<file path="src/rtl/mem_arbiter_pkg.sv">
// mem_arb_pkg: shared types and constants for the unified memory-port arbiter.
//   arb_state_t  : arbiter FSM states
//   BLK_WORDS    : 16-bit words per 16-byte cache block
//   OWNER_I/D    : encoding of the owner and round-robin registers
//   word_addr()  : byte address of word idx within a block base
package mem_arb_pkg;

    typedef enum logic [1:0] {
        IDLE  = 2'd0,
        ISSUE = 2'd1,
        DRAIN = 2'd2,
        WRITE = 2'd3
    } arb_state_t;

    localparam int   BLK_WORDS = 8;
    localparam logic OWNER_I   = 1'b0;
    localparam logic OWNER_D   = 1'b1;

    function automatic logic [15:0] word_addr(input logic [11:0] base,
                                              input logic [2:0]  idx);
        return {base, idx, 1'b0};
    endfunction

endpackage

</file>
<file path="src/rtl/mem_arbiter_if.sv">
// mem_arbiter_if: every signal between the arbiter, the two cache fill
// controllers and the memory model.
//   master modport : the arbiter (takes requests and read returns, drives
//                    grants, data_valid/done strobes and the memory port)
//   slave modport  : the surrounding caches and memory
interface mem_arbiter_if;

    // requesters
    logic        i_req;
    logic [15:0] i_addr;
    logic        d_req;
    logic        d_wr;
    logic [15:0] d_addr;
    logic [15:0] d_wdata;

    // responses to requesters
    logic        i_grant;
    logic        d_grant;
    logic        i_data_valid;
    logic        d_data_valid;
    logic [15:0] rd_data;
    logic [2:0]  rd_offset;
    logic        i_done;
    logic        d_done;

    // memory port
    logic        mem_en;
    logic        mem_wr;
    logic [15:0] mem_addr;
    logic [15:0] mem_wdata;
    logic [15:0] mem_data;
    logic        mem_data_valid;

    modport master (
        input  i_req, i_addr, d_req, d_wr, d_addr, d_wdata,
        input  mem_data, mem_data_valid,
        output i_grant, d_grant, i_data_valid, d_data_valid,
        output rd_data, rd_offset, i_done, d_done,
        output mem_en, mem_wr, mem_addr, mem_wdata
    );

    modport slave (
        output i_req, i_addr, d_req, d_wr, d_addr, d_wdata,
        output mem_data, mem_data_valid,
        input  i_grant, d_grant, i_data_valid, d_data_valid,
        input  rd_data, rd_offset, i_done, d_done,
        input  mem_en, mem_wr, mem_addr, mem_wdata
    );

endinterface

</file>
<file path="src/rtl/mem_arbiter_counter.sv">
// blk_word_counter: word index counter for one 8-word block transfer.
//   clk, srst : clock and synchronous active-high reset
//   clr       : return to 0 (takes precedence over inc)
//   inc       : advance by one; wraps to 0 after the last word
//   count     : current word index
//   last      : count is the final word of the block
module blk_word_counter
    import mem_arb_pkg::*;
(
    input  logic       clk,
    input  logic       srst,
    input  logic       clr,
    input  logic       inc,
    output logic [2:0] count,
    output logic       last
);

    logic [2:0] count_reg;

    always_ff @(posedge clk) begin
        if (srst || clr) begin
            count_reg <= '0;
        end else if (inc) begin
            count_reg <= count_reg + 3'd1;
        end
    end

    assign count = count_reg;
    assign last  = (count_reg == 3'(BLK_WORDS - 1));

endmodule

</file>
<file path="src/rtl/mem_arbiter.sv">
// mem_arbiter: shares the unified memory port between the I-cache fill FSM
// and the D-cache (fills and write-through word writes).
//   LAT   : memory read latency, 1..7 cycles (the return count, not LAT,
//           decides completion, so LAT only bounds the legal range)
//   clk   : clock
//   rst_n : synchronous reset, active HIGH despite the name
//   bus   : mem_arbiter_if.master - requests, grants, data_valid/done
//           strobes, read return routing and the memory port
// A fill issues 8 sequential word reads, counts the in-order returns and
// pulses the owner's done on the 8th. A D write is a single WRITE cycle.
// Grants and mem_* come from registered state only; the return path
// (data_valid, rd_data, rd_offset, fill done) is combinational from
// mem_data_valid.
module mem_arbiter
    import mem_arb_pkg::*;
#(
    parameter int LAT = 4
) (
    input  logic          clk,
    input  logic          rst_n,
    mem_arbiter_if.master bus
);

    if (LAT < 1 || LAT > 7) begin : g_lat_check
        $error("mem_arbiter: LAT must be in 1..7");
    end

    arb_state_t  state_reg, state_next;
    logic        owner_reg;
    logic        last_fill_reg;
    logic [11:0] base_reg;
    logic [15:0] waddr_reg;
    logic [15:0] wdata_reg;

    logic        win_owner;
    logic        fill_req;
    logic        ret_ok;
    logic        fill_done;

    // Only the block base of the I-cache address is needed.
    logic unused_i_addr;
    assign unused_i_addr = ^bus.i_addr[3:0];

    // ------------------------------------------------------------------
    // Word counters: index 0 counts issued reads, index 1 counts returns.
    // Both are held at 0 while idle so a reset or a stray valid can never
    // leave a stale count for the next fill.
    // ------------------------------------------------------------------
    logic [1:0] cnt_clr;
    logic [1:0] cnt_inc;
    logic [1:0] cnt_last;
    logic [2:0] cnt_val [2];

    assign cnt_clr[0] = (state_reg == IDLE);
    assign cnt_clr[1] = (state_reg == IDLE);
    assign cnt_inc[0] = (state_reg == ISSUE);
    assign cnt_inc[1] = ret_ok;

    for (genvar gi = 0; gi < 2; gi++) begin : g_cnt
        blk_word_counter u_cnt (
            .clk   (clk),
            .srst  (rst_n),
            .clr   (cnt_clr[gi]),
            .inc   (cnt_inc[gi]),
            .count (cnt_val[gi]),
            .last  (cnt_last[gi])
        );
    end

    logic [2:0] issue_cnt;
    logic [2:0] ret_cnt;
    logic       issue_last;
    logic       ret_last;

    assign issue_cnt  = cnt_val[0];
    assign ret_cnt    = cnt_val[1];
    assign issue_last = cnt_last[0];
    assign ret_last   = cnt_last[1];

    // A return counts only while a fill is outstanding; the FSM leaves
    // ISSUE/DRAIN on the 8th, so a 9th valid lands in IDLE and is dropped.
    assign ret_ok    = bus.mem_data_valid &&
                       ((state_reg == ISSUE) || (state_reg == DRAIN));
    assign fill_done = ret_ok && ret_last;
    assign fill_req  = bus.i_req || bus.d_req;

    // Fill arbitration: a lone request wins; on a tie the owner that did
    // not take the previous fill goes next.
    always_comb begin
        win_owner = OWNER_I;
        if (bus.i_req && bus.d_req) begin
            win_owner = (last_fill_reg == OWNER_D) ? OWNER_I : OWNER_D;
        end else if (bus.d_req) begin
            win_owner = OWNER_D;
        end
    end

    // ------------------------------------------------------------------
    // FSM: state register
    // ------------------------------------------------------------------
    always_ff @(posedge clk) begin
        if (rst_n) begin
            state_reg <= IDLE;
        end else begin
            state_reg <= state_next;
        end
    end

    // ------------------------------------------------------------------
    // FSM: next state
    // ------------------------------------------------------------------
    always_comb begin
        state_next = state_reg;
        case (state_reg)
            IDLE: begin
                if (bus.d_wr) begin
                    state_next = WRITE;
                end else if (fill_req) begin
                    state_next = ISSUE;
                end
            end
            ISSUE: begin
                // The 8th return can only coincide with the last issue
                // when the return path is zero-latency; handle it anyway.
                if (issue_last) begin
                    state_next = fill_done ? IDLE : DRAIN;
                end
            end
            DRAIN: begin
                if (fill_done) begin
                    state_next = IDLE;
                end
            end
            WRITE: begin
                state_next = IDLE;
            end
            default: begin
                state_next = IDLE;
            end
        endcase
    end

    // ------------------------------------------------------------------
    // Transaction capture at grant time
    // ------------------------------------------------------------------
    always_ff @(posedge clk) begin
        if (rst_n) begin
            owner_reg     <= OWNER_I;
            last_fill_reg <= OWNER_D;
            base_reg      <= '0;
            waddr_reg     <= '0;
            wdata_reg     <= '0;
        end else if (state_reg == IDLE) begin
            if (bus.d_wr) begin
                owner_reg <= OWNER_D;
                waddr_reg <= bus.d_addr;
                wdata_reg <= bus.d_wdata;
            end else if (fill_req) begin
                owner_reg     <= win_owner;
                last_fill_reg <= win_owner;
                base_reg      <= (win_owner == OWNER_D) ? bus.d_addr[15:4]
                                                        : bus.i_addr[15:4];
            end
        end
    end

    // ------------------------------------------------------------------
    // FSM: outputs
    // ------------------------------------------------------------------
    always_comb begin
        bus.i_grant      = 1'b0;
        bus.d_grant      = 1'b0;
        bus.i_data_valid = 1'b0;
        bus.d_data_valid = 1'b0;
        bus.rd_data      = '0;
        bus.rd_offset    = '0;
        bus.i_done       = 1'b0;
        bus.d_done       = 1'b0;
        bus.mem_en       = 1'b0;
        bus.mem_wr       = 1'b0;
        bus.mem_addr     = '0;
        bus.mem_wdata    = '0;

        if (state_reg != IDLE) begin
            bus.i_grant = (owner_reg == OWNER_I);
            bus.d_grant = (owner_reg == OWNER_D);
        end

        case (state_reg)
            ISSUE: begin
                bus.mem_en   = 1'b1;
                bus.mem_addr = word_addr(base_reg, issue_cnt);
            end
            WRITE: begin
                bus.mem_en    = 1'b1;
                bus.mem_wr    = 1'b1;
                bus.mem_addr  = waddr_reg;
                bus.mem_wdata = wdata_reg;
                bus.d_done    = 1'b1;
            end
            default: begin
            end
        endcase

        if (ret_ok) begin
            bus.rd_data      = bus.mem_data;
            bus.rd_offset    = ret_cnt;
            bus.i_data_valid = (owner_reg == OWNER_I);
            bus.d_data_valid = (owner_reg == OWNER_D);
            bus.i_done       = fill_done && (owner_reg == OWNER_I);
            bus.d_done       = fill_done && (owner_reg == OWNER_D);
        end
    end

endmodule

</file>
<file path="src/flat_wrapper.sv">
// flat-port wrapper written by rule: the top's interface ports become plain ports
module mem_arbiter_flat import mem_arb_pkg::*;
#(
    parameter int LAT = 4
)
  (clk, rst_n, bus_i_req, bus_i_addr, bus_d_req, bus_d_wr, bus_d_addr, bus_d_wdata, bus_mem_data, bus_mem_data_valid, bus_i_grant, bus_d_grant, bus_i_data_valid, bus_d_data_valid, bus_rd_data, bus_rd_offset, bus_i_done, bus_d_done, bus_mem_en, bus_mem_wr, bus_mem_addr, bus_mem_wdata);
  mem_arbiter_if bus_i ();
  input  logic clk;
  input  logic rst_n;
  input wire logic [$bits(bus_i.i_req)-1:0] bus_i_req;
  input wire logic [$bits(bus_i.i_addr)-1:0] bus_i_addr;
  input wire logic [$bits(bus_i.d_req)-1:0] bus_d_req;
  input wire logic [$bits(bus_i.d_wr)-1:0] bus_d_wr;
  input wire logic [$bits(bus_i.d_addr)-1:0] bus_d_addr;
  input wire logic [$bits(bus_i.d_wdata)-1:0] bus_d_wdata;
  input wire logic [$bits(bus_i.mem_data)-1:0] bus_mem_data;
  input wire logic [$bits(bus_i.mem_data_valid)-1:0] bus_mem_data_valid;
  output wire logic [$bits(bus_i.i_grant)-1:0] bus_i_grant;
  output wire logic [$bits(bus_i.d_grant)-1:0] bus_d_grant;
  output wire logic [$bits(bus_i.i_data_valid)-1:0] bus_i_data_valid;
  output wire logic [$bits(bus_i.d_data_valid)-1:0] bus_d_data_valid;
  output wire logic [$bits(bus_i.rd_data)-1:0] bus_rd_data;
  output wire logic [$bits(bus_i.rd_offset)-1:0] bus_rd_offset;
  output wire logic [$bits(bus_i.i_done)-1:0] bus_i_done;
  output wire logic [$bits(bus_i.d_done)-1:0] bus_d_done;
  output wire logic [$bits(bus_i.mem_en)-1:0] bus_mem_en;
  output wire logic [$bits(bus_i.mem_wr)-1:0] bus_mem_wr;
  output wire logic [$bits(bus_i.mem_addr)-1:0] bus_mem_addr;
  output wire logic [$bits(bus_i.mem_wdata)-1:0] bus_mem_wdata;
  assign bus_i.i_req = bus_i_req;
  assign bus_i.i_addr = bus_i_addr;
  assign bus_i.d_req = bus_d_req;
  assign bus_i.d_wr = bus_d_wr;
  assign bus_i.d_addr = bus_d_addr;
  assign bus_i.d_wdata = bus_d_wdata;
  assign bus_i.mem_data = bus_mem_data;
  assign bus_i.mem_data_valid = bus_mem_data_valid;
  assign bus_i_grant = bus_i.i_grant;
  assign bus_d_grant = bus_i.d_grant;
  assign bus_i_data_valid = bus_i.i_data_valid;
  assign bus_d_data_valid = bus_i.d_data_valid;
  assign bus_rd_data = bus_i.rd_data;
  assign bus_rd_offset = bus_i.rd_offset;
  assign bus_i_done = bus_i.i_done;
  assign bus_d_done = bus_i.d_done;
  assign bus_mem_en = bus_i.mem_en;
  assign bus_mem_wr = bus_i.mem_wr;
  assign bus_mem_addr = bus_i.mem_addr;
  assign bus_mem_wdata = bus_i.mem_wdata;
  mem_arbiter #(.LAT(LAT)) u_core (.clk(clk), .rst_n(rst_n), .bus(bus_i));
endmodule
</file>
<file path="config.mk">
export PLATFORM = sky130hd
export DESIGN_NAME = mem_arbiter_flat
export DESIGN_NICKNAME = d
export VERILOG_FILES = /design/src/rtl/mem_arbiter_pkg.sv /design/src/rtl/mem_arbiter_if.sv /design/src/rtl/mem_arbiter_counter.sv /design/src/rtl/mem_arbiter.sv /design/src/flat_wrapper.sv
export SDC_FILE = /design/constraint.sdc
export NUM_CORES = 1
export LEC_CHECK = 0
export BUFFER_PORTS_ARGS = -buffer_cell sky130_fd_sc_hd__buf_2
export CAP_MARGIN = 20
export CORE_ASPECT_RATIO = 1.25
export CORE_MARGIN = 3
export CORE_UTILIZATION = 30
export DETAILED_ROUTE_END_ITERATION = 6
export RECOVER_POWER = 25
export REMOVE_ABC_BUFFERS = 1
export SLEW_MARGIN = 40
export SYNTH_ARGS = -nofsm -noshare
export SYNTH_HDL_FRONTEND = slang
export SYNTH_HIERARCHICAL = 1
export SYNTH_SLANG_ARGS = --single-unit
</file>
<file path="constraint.sdc">
create_clock -name clk -period 3.2 [get_ports clk]
set_clock_uncertainty 0.15 [all_clocks]
set_input_delay 0.16 -clock clk [delete_from_list [all_inputs] [get_ports clk]]
set_output_delay 0.16 -clock clk [all_outputs]
set_load 0.02 [all_outputs]
</file>
==> Word-level counts from Yosys, hierarchy flattened <==
Cells that the tools add are included.
{ "classes": {"muxes": 24, "n_reduce_logical": 16, "bitwise": 2, "n_eq_ne": 8, "addsub": 2} }
{ "op_table": {"columns": ["cell", "count"], "rows": [
  ["$mux 16", 2],
  ["$pmux 16 s2", 1],
  ["$mux 1", 13],
  ["$mux 12", 1],
  ["$mux 2", 5],
  ["$pmux 2 s4", 1],
  ["$add 3x1->3 const B", 2],
  ["$eq 3x3->1 const B", 2],
  ["$reduce_and 3->1", 2],
  ["$logic_and 1x1->1", 5],
  ["$eq 2x2->1 const B", 2],
  ["$ne 2x1->1 const B", 2],
  ["$reduce_and 2->1", 2],
  ["$reduce_bool 2->1", 2],
  ["$logic_or 1x1->1", 3],
  ["$mux 3", 1],
  ["$ne 3x2->1 const B", 1],
  ["$eq 2x1->1 const B", 1],
  ["$logic_not 2->1", 1],
  ["$not 1->1", 2],
  ["$reduce_or 2->1", 1]
]} }
{ "word_totals": {"regBits": 54, "word_cells": 60, "inputBits": 70, "out_inout_bits": 59} }

==> Depth between registers and ports, before layout <==
Gate-level depths: netlist of run 1.
{ "depth": {"ltp_word": 7, "mapped_depth": 8} }

==> By module <==
The synthesis of run 1 kept the hierarchy.
{ "modules_own_cells": {"columns": ["mod", "area_per_inst_um2", "cells_each", "instances", "seq_area_each_um2"], "rows": [
  ["mem_arbiter", 2403.6, 298, 1, 960.9],
  ["blk_word_counter", 133.9, 11, 2, 60.1]
]} }

==> Worst setup path before layout of run 1 <==
Ideal clock, no wire load.
{ "synth_timing": {"path_type": "reg2reg", "start": "register u_core.state_reg[0]", "end": "register u_core.state_reg[1]", "synth_period_minus_slack_ps": 1848, "setup_slack_ps": 1352, "t_required_ps": 2971, "stages_incl_launch_ff": 8, "setup_time_ps": 79, "path_buffers": 1, "arrival_time_ps": 1619, "path_cell_list": "dfxtp_1 inv_1 ha_1 buf_6 nand2b_1 a2111oi_2 mux2i_1 o211ai_1"} }
{ "synth_rtl": {"columns": ["element", "line_no", "source"], "rows": [
  ["start, declared", "mem_arbiter.sv:28", "arb_state_t state_reg, state_next;"],
  ["start signal, assigned", "mem_arbiter.sv:105", "state_reg <= state_next;"],
  ["$logic_not 2->1 *", null, null],
  ["via u_core.cnt_clr[0]", "mem_arbiter.sv:49", "logic [1:0] cnt_clr;"],
  ["$ne 3x2->1 (no line)", null, null],
  ["$reduce_and 3->1 (no line)", null, null]
]} }
The timed path passes the listed nets; every way through them passes the cells marked *. The select of a mux whose other input is x is not followed.
A chain may end at the register's enable or synchronous reset.

==> Worst setup path after layout of run 1 <==
{ "layout_timing": {"start": "register u_core.state_reg[1]", "end": "output port bus_mem_addr[2]"} }
{ "layout_between": {"elab_chain_cells": 2} }
{ "layout_rtl": {"columns": ["element", "line_no", "source"], "rows": [
  ["$eq 2x1->1", null, null],
  ["via u_core.cnt_inc[0]", "mem_arbiter.sv:50", "logic [1:0] cnt_inc;"],
  ["$pmux 16 s2", "mem_arbiter.sv:189", "case (state_reg)"],
  ["end, declared", "flat_wrapper.sv:28", "output wire logic [$bits(bus_i.mem_addr)-1:0] bus_mem_addr;"]
]} }
The timed path passes the listed nets, and every way through them passes these cells.

==> flow_summary.json, run 1 <==
{
  "status": "complete, no violations",
  "crit_type": "flip-flop to primary output",
  "cp_slowest_cell": "clkbuf_1",
  "finalCritPeriodShare": 0.782,
  "clkSlewWorstSetupHoldPaths_ns": 0.09,
  "synth_area_leaders": "dfxtp_1 40%, nand2_1 9.3%, mux2i_1 6.7%, a21oi_1 6.2%, a22o_1 5.2%",
  "root_buffer": "clkbuf_8",
  "start_kind": "flip-flop",
  "grt_pass1_vias": 2500,
  "setup_tns_ns": 0,
  "layout_commonest_cell": "buf_2",
  "relSlewSlack": 0.482,
  "synthCells": 320,
  "gp_congestion": 0.701,
  "syn_avg_cell_area_um2": 8.35,
  "yosys_warnings": 6,
  "clock_path_buffers": 2,
  "finalHoldViolations": 0,
  "n_antenna_cell": 0,
  "drive_gt1_frac": 0.269,
  "nets": 542,
  "antenna_found_initial": 0,
  "worstMarginPinSlew_ns": 0.777,
  "switchingPower_w": 0.000971,
  "drv_cap": 0,
  "power_frac_clock": 0.162,
  "switching_share": 0.416,
  "ys_seq_area_frac": 0.405,
  "p_leak_nw": 1.74,
  "worstPathCellList": "inv_1 > ha_1 > clkbuf_1 > a22o_1 > buf_2",
  "setup_viol": 0,
  "insertion_delay_ns": 0.30,
  "synth_top_area_cell": "dfxtp_1",
  "cts.sinks": 54,
  "io_buffers": 124,
  "worstPathMaxFanout": 15,
  "synth.cell_area_um2": 2670,
  "synth-edff-count": 0,
  "period_minus_slack_ns": 2.50,
  "power.density_nw_per_um2": 622,
  "wl_per_cell_um": 12.5,
  "layout_common_cells": "103 x buf_2, 66 x nand2_1, 54 x dfxtp_1, 33 x a21oi_1, 32 x dlygate4sd3_1",
  "fin_cells": 581,
  "via_count": 2691,
  "synth.ff_latch_count": 54,
  "wl_um": 7250,
  "start_util": 0.315,
  "syn2layout_area_growth_pct": 40.4,
  "htree_levels": 2,
  "drcViolationCount": 0,
  "overflow": 0,
  "grt_first_pass_wirelength_um": 12000,
  "cp-end-kind": "primary output",
  "crit_family": "buffers and inverters",
  "irDropWorstVdd_v": 0.000253,
  "die-area_um2": 10100,
  "crit_buf_inv": 3,
  "p_comb_frac": 0.461,
  "async_reset_ff_frac": 0,
  "synth_cell_types": 33,
  "core_area_um2": 8470,
  "internal_power_w": 0.00136,
  "grt_start_max_net_pins": 36,
  "numCtsBuffers": 5,
  "achievable-frequency_mhz": 400,
  "dieHeight_um": 112,
  "yosysTopAreaCellShare": 0.405,
  "pin_count": 129,
  "power_frac_seq": 0.378,
  "die_x_um": 90.4,
  "drtAntennaViolNets": 0,
  "postCtsSetupRepairBufs": 0,
  "slowest_delay_ns": 0.64,
  "holdWs_ns": 0.0224,
  "ys.flop_type": "dfxtp_1",
  "row_count": 37,
  "rsz0062_at_grt": "false",
  "crit_arrival_ns": 2.19,
  "cts_tree": "yes",
  "gr-usage-all-layers": 0.142,
  "drv_slew": 0,
  "dp_hpwl_um": 4890,
  "crit_required_ns": 2.89,
  "numPlacedInstances": 542,
  "drt_iter0_markers": 139,
  "hold_path_class": "primary input to flip-flop",
  "vias_per_cell": 4.63,
  "first_pass_iters": 4
}
## area by class of cell
cell class | count | area (µm²)
repair buffers | 162 | 968
fillers | 839 | 4720
clock inverters | 2 | 13.8
inverters | 3 | 11.3
well taps | 117 | 146
clock buffers | 5 | 68.8
flip-flops and latches | 54 | 1080
multi-input cells | 238 | 1460
## cells by family (layout without fill, tap and decap cells)
logic type	Yosys count	in the layout	share of synthesized area
buffers and inverters	28	172	0.0487
adder cells (fa/ha/maj)	8	8	0.0375
AO/OA/AOI/OAI	69	69	0.181
flip-flops	54	54	0.405
multiplexers	18	18	0.0674
AND/OR/NAND/NOR	141	141	0.254
XOR/XNOR	2	2	0.00656
## power by group through the flow
stage | Combinational (W) | Sequential [W] | Clock (W)
after floorplan | 0.000712 | 0.000879 | 0
after global placement | 0.00106 | 0.000891 | 0
after detailed placement | 0.00107 | 0.000897 | 0
final | 0.00107 | 0.000882 | 0.000377
after CTS | 0.00110 | 0.000881 | 0.000401
after global routing | 0.00120 | 0.000901 | 0.000422
## cell usage after synthesis, types with 3 or more instances
cell / instances
nand2_1: 66
dfxtp_1: 54
a21oi_1: 33
and3_1: 21
nor2_1: 19
mux2i_1: 18
and2_1: 17
a22o_1: 16
clkbuf_1: 15
a211oi_1: 10
ha_1: 8
buf_2: 5
nor3_1: 5
a211oi_2: 3
inv_1: 3
## worst min-delay path, delay by kind of cell
| kind | cells | cell delay (ns) |
|---|---|---|
| AND/OR/NAND/NOR | 2 | 0.15 |
| buffers and inverters | 1 | 0.13 |
## through the flow
stage	cell area [µm²]	util	power, W	setup WS, ns
after floorplan	2550	-	0.00159	0.947
after global placement	3380	0.399	0.00195	0.998
after detailed placement	3380	0.399	0.00196	0.997
after CTS	3780	0.446	0.00238	0.928
after global routing	3750	0.443	0.00252	0.515
final	3750	0.443	0.00233	0.699
## what timing repair did
action,in CTS,in global routing
endpoints found under the hold margin,32,0
hold buffers,32,0
gates resized for setup,0,0
## routing by layer
metal	part of all wire	GRT usage
met5	0	0
met4	0.014	0.0409
met3	0.059	0.0291
met2	0.50	0.261
met1	0.43	0.165
## path summary, 6_finish.rpt
kind	startpoint	end	slack, ns	depth (start not counted)
worst max-delay path	u_core/state_reg[1]	bus_mem_addr[2]	0.70	5
worst max register to register	u_core/state_reg[1]	u_core/state_reg[1]	0.80	7
worst min register to register	u_core/wdata_reg[8]	u_core/wdata_reg[8]	0.30	2
worst min-delay path	bus_d_wr	u_core/owner_reg	0.02	3
Note: power is estimated with default switching activity, not from simulation.
==> run 2: changes to the inputs <==
==> constraint.sdc (replaced) <==
create_clock -name clk -period 2.39 [get_ports clk]
set_clock_uncertainty 0.15 [all_clocks]
set_input_delay 0.1195 -clock clk [delete_from_list [all_inputs] [get_ports clk]]
set_output_delay 0.1195 -clock clk [all_outputs]
set_load 0.02 [all_outputs]
==> flow_summary.json, run 2 (synthesized netlist as in run 1, its figures left out) <==
{
  "core_area_um2": 8470,
  "final_util": 0.458,
  "dpl_cell_area_um2": 3400,
  "nets": 555,
  "drive_gt1_frac": 0.310,
  "wl_um": 7430,
  "fin_cells": 594,
  "cts_resized": 0,
  "finalCritPeriodShare": 0.886,
  "grt_pass1_vias": 2684,
  "slowest_delay_ns": 0.54,
  "finalPower_w": 0.00317,
  "cts.sinks": 54,
  "cts_tree": "yes",
  "cp-end-kind": "primary output",
  "crit_required_ns": 2.12,
  "overflow": 0,
  "power.density_nw_per_um2": 817,
  "htree_levels": 2,
  "n_antenna_cell": 0,
  "drtAntennaViolNets": 0,
  "insertion_delay_ns": 0.30,
  "wl_per_cell_um": 12.5,
  "row_count": 37,
  "achievable-frequency_mhz": 472,
  "drcViolationCount": 0,
  "r2r-start": "u_core/state_reg[0]",
  "numPlacedInstances": 547,
  "syn2layout_area_growth_pct": 45.1,
  "pin_count": 129,
  "via_count": 2740,
  "numCtsBuffers": 5,
  "irDropWorstVdd_v": 0.000297,
  "p_leak_nw": 1.87,
  "n_fill_cell": 865,
  "root_buffer": "clkbuf_8",
  "grt_first_pass_wirelength_um": 12600,
  "setup_tns_ns": 0,
  "start_util": 0.315,
  "crit_type": "flip-flop to primary output",
  "drt_iter0_markers": 104,
  "die-area_um2": 10100,
  "start_kind": "flip-flop",
  "gr-usage-all-layers": 0.148,
  "cp_slowest_cell": "ha_1",
  "worstMarginPinSlew_ns": 0.717,
  "drv_cap": 0,
  "layout_commonest_cell": "buf_2",
  "post-route-cell-area_um2": 3880,
  "rsz0062_at_grt": "false",
  "period_minus_slack_ns": 2.12,
  "dieHeight_um": 112,
  "clock_path_buffers": 2,
  "drv_slew": 0,
  "dp_hpwl_um": 5110,
  "startpoint": "u_core/state_reg[0]",
  "hp-start": "bus_i_addr[4]",
  "setup_viol": 0,
  "vias_per_cell": 4.61,
  "antenna_found_initial": 0,
  "worstPathCellList": "ha_1 > buf_4 > a22o_1 > buf_2",
  "clkSlewWorstSetupHoldPaths_ns": 0.10,
  "grt_start_max_net_pins": 35,
  "relSlewSlack": 0.522,
  "first_pass_iters": 4,
  "die_x_um": 90.4,
  "hold_path_class": "primary input to flip-flop",
  "worstPathMaxFanout": 14,
  "finalHoldViolations": 0,
  "status": "complete, no violations",
  "gp_congestion": 0.713,
  "layout_common_cells": "121 x buf_2, 66 x nand2_1, 54 x dfxtp_1, 40 x dlygate4sd3_1, 33 x a21oi_1",
  "crit_arrival_ns": 1.85,
  "io_buffers": 124
}
-- run 2: worst max-delay path: cells and delay by family (launching register included) --
family | cells | cell delay (ns)
fa+ha+maj | 1 | 0.54
flops | 1 | 0.40
compound gates | 1 | 0.16
buf+inv | 2 | 0.45
-- run 2: layout make-up --
type	count	area, µm²	share of cell area
Multi-Input combinational cell	238	1460	0.377
Tap cell	117	146	0.0378
Inverter	3	11.3	0.00291
Sequential cell	54	1080	0.279
Timing Repair Buffer	175	1090	0.282
Clock buffer	5	68.8	0.0178
Clock inverter	2	15.0	0.00387
-- run 2: path summary, 6_finish.rpt --
check,end,slack [ns],cells past startpoint
hold / removal,u_core/base_reg[0],0.003,3
setup reg to reg,u_core/wdata_reg[13],0.33,6
setup / recovery,bus_mem_addr[10],0.27,4
hold reg to reg,u_core/wdata_reg[8],0.30,2
-- run 2: timing repair --
action                                 in CTS  in global routing
setup endpoints to repair                   0                  0
hold buffers                               40                  0
endpoints found under the hold margin      40                  0
setup buffers                               0                  0
-- run 2: report_power, final --
group,switching [W],internal [W],total (W)
logic,0.000913,0.000577,0.00149
clock network,0.000296,0.000201,0.000497
registers,0.000101,0.00108,0.00118
total,0.00131,0.00186,0.00317
-- run 2: metrics by stage --
stage | hold WS (ns) | setup WS (ns)
after floorplan | 0.0341 | 0.137
after global placement | 0.211 | 0.460
after detailed placement | 0.217 | 0.456
after CTS | 0.000482 | 0.213
after global routing | 0.0183 | 0.105
final | 0.00288 | 0.271
-- run 2: routing by layer --
layer | routed length, µm | share of wire | GRT usage | vias up
met2 | 3810 | 0.51 | 0.270 | 83
met5 | 0 | 0 | 0 | -
li1 | - | - | - | 1411
met1 | 3170 | 0.43 | 0.176 | 1244
met3 | 403 | 0.054 | 0.0304 | 2
met4 | 48 | 0.0065 | 0.0398 | 0
==> run 3: changes to the inputs <==
==> constraint.sdc (replaced) <==
create_clock -name clk -period 1.7 [get_ports clk]
set_clock_uncertainty 0.15 [all_clocks]
set_input_delay 0.085 -clock clk [delete_from_list [all_inputs] [get_ports clk]]
set_output_delay 0.085 -clock clk [all_outputs]
set_load 0.02 [all_outputs]
==> flow_summary.json, run 3 (synthesized netlist as in run 1, its figures left out) <==
{
  "row_count": 37,
  "rsz0062_at_grt": "true",
  "syn2layout_area_growth_pct": 78.0,
  "worst_slack_ns": -0.0688,
  "via_count": 2922,
  "setup_viol": 37,
  "p_leak_nw": 2.11,
  "layout_common_cells": "71 x buf_2, 64 x nand2_1, 58 x buf_6, 51 x dfxtp_1, 41 x dlygate4sd3_1",
  "drtAntennaViolNets": 0,
  "pin_count": 129,
  "crit_arrival_ns": 1.53,
  "clock_path_buffers": 2,
  "cts_tree": "yes",
  "cp-end-kind": "primary output",
  "setup_tns_ns": -1.18,
  "worstPathMaxFanout": 7,
  "hold_path_end": "u_core/base_reg[8]",
  "place_ws_ns": -0.0715,
  "root_buffer": "clkbuf_8",
  "crit_type": "flip-flop to primary output",
  "violations": "negative setup slack",
  "dieHeight_um": 112,
  "r2r_slack_ns": -0.02,
  "drt_iter0_markers": 135,
  "finalHoldViolations": 0,
  "die-area_um2": 10100,
  "drcViolationCount": 0,
  "vias_per_cell": 4.74,
  "io_buffers": 124,
  "grt_pass1_vias": 2842,
  "wl_um": 9150,
  "drv_cap": 0,
  "gr-usage-all-layers": 0.163,
  "finalCritPeriodShare": 1.04,
  "status": "finished, violations left",
  "rr_endpoint": "u_core/state_reg[1]",
  "finalPower_w": 0.00570,
  "nets": 577,
  "crit_required_ns": 1.46,
  "dp_hpwl_um": 5430,
  "min_path_cells": 3,
  "hold_path_class": "primary input to flip-flop",
  "overflow": 0,
  "r2r-start": "u_core/state_reg[1]",
  "htree_levels": 2,
  "numCtsBuffers": 5,
  "irDropWorstVdd_v": 0.000434,
  "first_pass_iters": 5,
  "worstMarginPinSlew_ns": 0.430,
  "relSlewSlack": 0.713,
  "grt_start_max_net_pins": 26,
  "hp-start": "bus_i_addr[12]",
  "drive_gt1_frac": 0.436,
  "n_antenna_cell": 0,
  "drv_slew": 0,
  "antenna_found_initial": 0,
  "gp_congestion": 0.747,
  "clkSlewWorstSetupHoldPaths_ns": 0.09,
  "insertion_delay_ns": 0.30,
  "start_util": 0.315,
  "holdWs_ns": 0.000118,
  "period_minus_slack_ns": 1.77,
  "post-route-cell-area_um2": 4760,
  "achievable-frequency_mhz": 565,
  "grt_first_pass_wirelength_um": 13600,
  "cts.sinks": 54,
  "die_x_um": 90.4,
  "worstRegToRegCells": 7,
  "power.density_nw_per_um2": 1200,
  "start_kind": "flip-flop",
  "core_area_um2": 8470,
  "dpl_cell_area_um2": 3530,
  "layout_commonest_cell": "buf_2",
  "wl_per_cell_um": 14.8
}
## run 3: cell count changes in the layout (fill, tap and decap cells not counted), sizes merged
| cell | before | now |
|---|---|---|
| buf | 130 | 152 |
| dlygate4sd3 | 40 | 41 |
| clkinvlp | 2 | 1 |
| bufinv | 0 | 1 |
## run 3: critical path, stage by stage (launching register included)
cell and delay (ns):
dfxtp_2 0.34, buf_4 0.14, ha_4 0.21, clkbuf_16 0.18
or2_4 0.24, buf_6 0.13
## run 3: repair_timing
action	in CTS	in global routing
setup buffers	4	2
resized for setup	79	87
endpoints found under the setup margin	67	50
hold buffers	41	0
endpoints found under the hold margin	41	0
pin swaps	5	29
gates cloned	2	3
## run 3: per-layer routing
| layer | track usage | wire length [µm] | up-vias |
|---|---|---|---|
| met2 | 0.314 | 4970 | 89 |
| met1 | 0.178 | 3690 | 1368 |
| li1 | - | - | 1457 |
| met5 | 0 | 0 | - |
| met3 | 0.0324 | 360 | 8 |
| met4 | 0.0439 | 125 | 0 |
## run 3: report_power, final
group	internal [W]	leakage, nW	switching (W)	total, W
clock	0.000440	0.0514	0.000422	0.000862
sequential	0.00152	0.444	0.000146	0.00167
combinational	0.00158	1.61	0.00159	0.00317
## run 3: worst max-delay path by stage
stage / startpoint / cells past startpoint / slack [ns] / end
after floorplan: u_core/state_reg[1] / 6 / -0.55 / u_core/state_reg[1]
after global placement: u_core/state_reg[0] / 6 / -0.02 / u_core/state_reg[1]
after detailed placement: u_core/state_reg[0] / 6 / -0.07 / u_core/state_reg[1]
after CTS: u_core/state_reg[1] / 6 / -0.08 / bus_d_done
after global routing: u_core/state_reg[0] / 6 / -0.13 / bus_rd_data[1]
final: u_core/state_reg[1] / 5 / -0.07 / bus_mem_en
## run 3: cell type report
class | instances | area (µm²)
Clock buffer | 6 | 72.6
Clock inverter | 2 | 37.5
Fill cell | 750 | 3720
Inverter | 3 | 11.3
Multi-Input combinational cell | 238 | 1660
Sequential cell | 54 | 1080
Tap cell | 117 | 146
Timing Repair Buffer | 197 | 1740
## run 3: per-stage QoR
stage / instances / util
after floorplan: 295 / -
after detailed placement: 557 / 0.416
after global routing: 617 / 0.561
after global placement: 557 / 0.416
final: 617 / 0.561
after CTS: 612 / 0.516
